==> config.mk <==
export PLATFORM = sky130hd
export DESIGN_NAME = sw_input_capture
export DESIGN_NICKNAME = d
export VERILOG_FILES = /design/src/rtl/sw_input_capture.sv
export SDC_FILE = /design/constraint.sdc
export NUM_CORES = 1
export LEC_CHECK = 0
export BUFFER_PORTS_ARGS = -buffer_cell sky130_fd_sc_hd__buf_4
export CAP_MARGIN = 20
export CORE_AREA = 2 2 121 123
export DETAILED_ROUTE_END_ITERATION = 7
export DIE_AREA = 0 0 123 125
export PLACE_DENSITY = 0.56
export SKIP_LAST_GASP = 1
export SYNTH_ARGS = -nofsm -noshare
export SYNTH_HDL_FRONTEND = slang
export SYNTH_SLANG_ARGS = --single-unit
==> constraint.sdc <==
create_clock -name CLK -period 2.2 [get_ports CLK]
set_input_delay 0.33 -clock CLK [delete_from_list [all_inputs] [get_ports CLK]]
set_output_delay 0.33 -clock CLK [all_outputs]
set_load 0.05 [all_outputs]
==> src/rtl/sw_input_capture.sv <==
// Switch front end: 2-FF synchronizers, tick-sampled debouncers and a one-shot
// execute-key capture of the operator/operand set for the calculator core.
module sw_input_capture #(
  parameter int DIV      = 50000,
  parameter int STABLE_N = 4
) (
  input  logic       CLK,
  input  logic       RST_N,
  input  logic [1:0] OPE_RAW,
  input  logic [3:0] A_RAW,
  input  logic [3:0] B_RAW,
  input  logic [1:0] DISP_RAW,
  input  logic       EXEC_RAW,
  output logic [1:0] DISP,
  output logic [1:0] OPE_L,
  output logic [3:0] A_L,
  output logic [3:0] B_L,
  output logic       LOAD,
  output logic       VALID,
  output logic       DIRTY
);

  localparam int NB       = 13;
  localparam int EXEC_BIT = 12;
  localparam int CW       = (DIV > 1) ? $clog2(DIV) : 1;
  localparam logic [NB-1:0] SYNC_RST = 13'h1000;

  typedef enum logic [1:0] {
    ST_IDLE    = 2'd0,
    ST_CAPTURE = 2'd1,
    ST_HOLD    = 2'd2
  } state_t;

  logic [NB-1:0] raw_s;
  logic [NB-1:0] sync1_r;
  logic [NB-1:0] sync2_r;
  logic [NB-1:0] deb_s;
  logic [CW-1:0] cnt_r;
  logic          tick_s;
  state_t        state_r;
  logic          load_r;
  logic          valid_r;
  logic [1:0]    ope_l_r;
  logic [3:0]    a_l_r;
  logic [3:0]    b_l_r;
  logic          exec_db_s;
  logic [1:0]    ope_db_s;
  logic [3:0]    a_db_s;
  logic [3:0]    b_db_s;

  assign raw_s = {EXEC_RAW, DISP_RAW, OPE_RAW, A_RAW, B_RAW};

  // Two-stage synchronizer; EXEC resets high so a held key looks pressed.
  always_ff @(posedge CLK or negedge RST_N) begin
    if (!RST_N) begin
      sync1_r <= SYNC_RST;
      sync2_r <= SYNC_RST;
    end else begin
      sync1_r <= raw_s;
      sync2_r <= sync1_r;
    end
  end

  // Sample-tick prescaler, counting 0..DIV-1.
  always_ff @(posedge CLK or negedge RST_N) begin
    if (!RST_N) begin
      cnt_r <= '0;
    end else if (tick_s) begin
      cnt_r <= '0;
    end else begin
      cnt_r <= cnt_r + CW'(1);
    end
  end

  assign tick_s = (cnt_r == CW'(DIV - 1));

  for (genvar i = 0; i < NB; i++) begin : g_deb
    localparam logic RST_BIT = (i == EXEC_BIT) ? 1'b1 : 1'b0;
    logic [STABLE_N-1:0] hist_r;
    logic [STABLE_N-1:0] shift_s;
    logic                deb_bit_r;

    assign shift_s = {hist_r[STABLE_N-2:0], sync2_r[i]};

    // Level changes only once the post-shift history is unanimous.
    always_ff @(posedge CLK or negedge RST_N) begin
      if (!RST_N) begin
        hist_r    <= {STABLE_N{RST_BIT}};
        deb_bit_r <= RST_BIT;
      end else if (tick_s) begin
        hist_r <= shift_s;
        if (&shift_s) begin
          deb_bit_r <= 1'b1;
        end else if (~|shift_s) begin
          deb_bit_r <= 1'b0;
        end else begin
          deb_bit_r <= deb_bit_r;
        end
      end else begin
        hist_r    <= hist_r;
        deb_bit_r <= deb_bit_r;
      end
    end

    assign deb_s[i] = deb_bit_r;
  end

  assign exec_db_s = deb_s[EXEC_BIT];
  assign DISP      = deb_s[11:10];
  assign ope_db_s  = deb_s[9:8];
  assign a_db_s    = deb_s[7:4];
  assign b_db_s    = deb_s[3:0];

  // Execute FSM; starting in HOLD forces a release before the first capture.
  always_ff @(posedge CLK or negedge RST_N) begin
    if (!RST_N) begin
      state_r <= ST_HOLD;
      load_r  <= 1'b0;
      valid_r <= 1'b0;
      ope_l_r <= 2'b00;
      a_l_r   <= 4'h0;
      b_l_r   <= 4'h0;
    end else begin
      case (state_r)
        ST_HOLD: begin
          load_r <= 1'b0;
          if (!exec_db_s) begin
            state_r <= ST_IDLE;
          end else begin
            state_r <= ST_HOLD;
          end
        end
        ST_IDLE: begin
          if (exec_db_s) begin
            state_r <= ST_CAPTURE;
            load_r  <= 1'b1;
            valid_r <= 1'b1;
            ope_l_r <= ope_db_s;
            a_l_r   <= a_db_s;
            b_l_r   <= b_db_s;
          end else begin
            state_r <= ST_IDLE;
            load_r  <= 1'b0;
          end
        end
        ST_CAPTURE: begin
          state_r <= ST_HOLD;
          load_r  <= 1'b0;
        end
        default: begin
          state_r <= ST_HOLD;
          load_r  <= 1'b0;
        end
      endcase
    end
  end

  assign LOAD  = load_r;
  assign VALID = valid_r;
  assign OPE_L = ope_l_r;
  assign A_L   = a_l_r;
  assign B_L   = b_l_r;
  assign DIRTY = valid_r & ({ope_db_s, a_db_s, b_db_s} != {ope_l_r, a_l_r, b_l_r});

endmodule

==> reports/qor.yml <==
status:
  status: "complete, no violations"
critical_path:
  max_stage_delay_ns: 0.43
  r2r_cells: 7
  crit_slowest_cell: "dfrtp_1"
  ff2ff_setup_slack_ns: 0.44
  critical_path.startpoint_type: "flip-flop"
  r2r-start: "cnt_r[0]"
  crit_required_ns: 1.87
  endpoint_kind: "output port"
  crit_type: "reg2out"
  crit_path_cell_trace: "xnor2_1 > nand4_1 > o41a_1 > buf_4"
  r2r-end: "g_deb[2].hist_r[2]"
  cp_data_arrival_time_ns: 1.69
  worstPathMaxFanout: 4
yosys:
  ys_ff_latch: 107
  yosysSeqAreaShare_pct: 64.7
  synth_top_family_by_area: "simple AND/OR/NAND/NOR gates"
  synth_fp_nets: 389
  syn_inst: 373
  ys_types: 30
  async_reset_ff_share_pct: 100
  synth_edf_count: 0
  synth_area_per_cell_um2: 11.1
  synth_compound_area_share_pct: 5.28
  synth_xor_area_share_pct: 4.86
  synthSimpleGateAreaFrac_pct: 19.9
  ys.flop_type: "dfrtp_1"
  synthMuxAreaShare_pct: 2.71
  synth_warnings: 0
  synth-adder-area-share_pct: 0.302
  syn-cell-area_um2: 4150
timing:
  clock.fmax_mhz: 495
  finalHoldViolCount: 0
  worst_slew_pin_slew_ns: 0.495
  setup_violations: 0
  slew_viol_final: 0
  holdWs_ns: 0.0850
  setup_tns_ns: 0
  relSlewSlack_pct: 67.0
  fin_crit_sh_pct: 91.8
  period_needed_ns: 2.02
  fin_worst_skew_ns: 0.00731
  rsz0062_at_grt: "no"
run:
  cap_violations: 0
clocking:
  cts-root-buf: "clkbuf_16"
  clk_latency_ns: 0.35
  cts_setup_buffers: 0
  cts_sinks: 107
  cts.hold.buffers_added: 1
  cts_buffers: 9
  ctsResizeCount: 0
  htreeDepth: 3
  ctsLongestPathBuffers: 2
  clkSlewWorstSetupHoldPaths_ns: 0.07
  cts_tree: "done"
placed_design:
  postPlaceCellArea_um2: 4610
  io_buffer_count: 29
  gp_congestion: 0.752
  dp_hpwl_um: 4930
die:
  die_w_um: 123
  dieArea_um2: 15400
  rows: 44
  io_pins: 30
  fp.dieH_um: 125
  start_util_pct: 29.2
  coreArea_um2: 14200
route:
  dr.pass1.iters: 4
  drtAntennaViolNets: 0
  vias: 2692
  remaining_drc_errors: 0
  drt-initial-drc-count: 131
  wl_um: 7460
  avgRoutedWirePerCell_um: 12.5
  avgViaCountPerCell: 4.52
final_layout:
  layout-drive-gt1-share_pct: 17.3
  fin_area_um2: 4900
  final_cell_mix: "nand2_1, dfrtp_1, buf_4, nor2_1, xnor2_1"
  syn2layout_area_growth_pct: 18.0
  n_antenna_cell: 0
  layout_commonest_cell: "nand2_1"
  finalNetCount: 422
  n_fill_cell: 1412
global_route:
  met2_usage_pct: 15.4
  grt_pass1_wl_um: 13000
  grt.total_usage_pct: 10.7
  first_global_vias: 2652
  gr-usage-met3_pct: 2.10
  antenna_found_initial: 0
  busiest_layer: "met2"
  grt_util_met1_pct: 15.0
  grt_overflow: 0
  grt_max_degree: 54
pwr:
  leakage_uw: 0.00236
  p_per_area_nw_per_um2: 732
  ir_worst_vdd_mv: 0.323
worst_hold_path:
  hold_start: "B_RAW[1]"
  hold_depth: 1
  hp-class: "in2reg"
  worstHoldEndpoint: "sync1_r[1]"
==> critical path, delay by kind of cell (launching register included) <==
kind                   cells  cell delay, ns
flip-flops                 1            0.43
XOR/XNOR                   1            0.22
buffers and inverters      1            0.20
AO/OA/AOI/OAI              1            0.38
AND/OR/NAND/NOR            1            0.12
==> Yosys cell counts (2+ instances only) <==
master    instances  share of area (%)
o22ai_1          13                2.0
or4_1            13                2.4
dfstp_2           7                4.4
nor4_1            2               0.30
and4bb_2          2               0.60
nand4_1           6               0.90
nand2_1         120                 11
xnor2_1          15                3.2
clkbuf_1          3               0.27
xor2_1            8                1.7
buf_2             8               0.97
nand3_1           7               0.84
inv_1             3               0.27
nor2_1           24                2.2
mux2_2           10                2.7
dfrtp_1         100                 60
buf_4             4               0.72
nor3_1            4               0.48
a41oi_1          13                2.7
==> through the flow <==
stage	std cells	power (µW)	setup WS, ns	util (%)
global route	595	3730	0.0888	34.5
global placement	578	2120	0.461	32.5
finish	595	3580	0.181	34.5
detailed placement	578	2120	0.431	32.5
CTS	595	3640	0.167	34.5
floorplan	373	2050	0.386	-
==> logic make-up (layout without fill, tap and decap cells) <==
logic type	Yosys count	after routing
fa+ha+maj	1	1
buf+inv	18	56
compound gates	29	29
mux	10	10
flops	107	107
xor+xnor	23	23
simple gates	185	185
==> metal layers <==
metal  wire, µm  vias up  part of all wire (%)
li1           -     1334                     -
met1       3680     1308                    49
met2       3330       38                    45
met3        244       12                   3.3
met4        206        0                   2.8
met5          0        -                     0
==> layout make-up <==
cell class / count / area (µm²) / area share (%)
flip-flops and latches: 107 / 2690 / 54.9
multi-input cells: 248 / 1380 / 28.1
repair buffers: 37 / 318 / 6.49
clock buffers: 15 / 268 / 5.47
well taps: 184 / 230 / 4.70
inverters: 3 / 11.3 / 0.230
clock inverters: 1 / 7.51 / 0.153
==> worst max path at each step <==
stage               depth (start not counted)  slack (ns)          startpoint            endpoint
floorplan                                   3        0.39              A_L[0]               DIRTY
global placement                            7        0.46            cnt_r[0]  g_deb[2].hist_r[1]
detailed placement                          7        0.43            cnt_r[0]  g_deb[2].hist_r[2]
CTS                                         4        0.17              B_L[3]               DIRTY
global route                                4        0.09  g_deb[6].deb_bit_r               DIRTY
finish                                      4        0.18  g_deb[6].deb_bit_r               DIRTY
==> report_power, final <==
| group | leakage [µW] | switching (µW) | internal, µW | total [µW] |
|---|---|---|---|---|
| combinational | 0.000834 | 44.2 | 31.4 | 75.6 |
| clock | 0.000130 | 670 | 832 | 1500 |
| sequential | 0.00140 | 13.5 | 1990 | 2010 |
| total | 0.00236 | 727 | 2860 | 3580 |
==> flip-flops by register name, indices dropped and copies added (netlist names) <==
register,flops
A_L,4
sync2_r,13
cnt_r,16
sync1_r,13
OPE_L,2
g_deb.hist_r,39
state_r,2
VALID,1
exec_db_s,1
B_L,4
g_deb.deb_bit_r,12
Note: power is estimated with default switching activity, not from simulation.
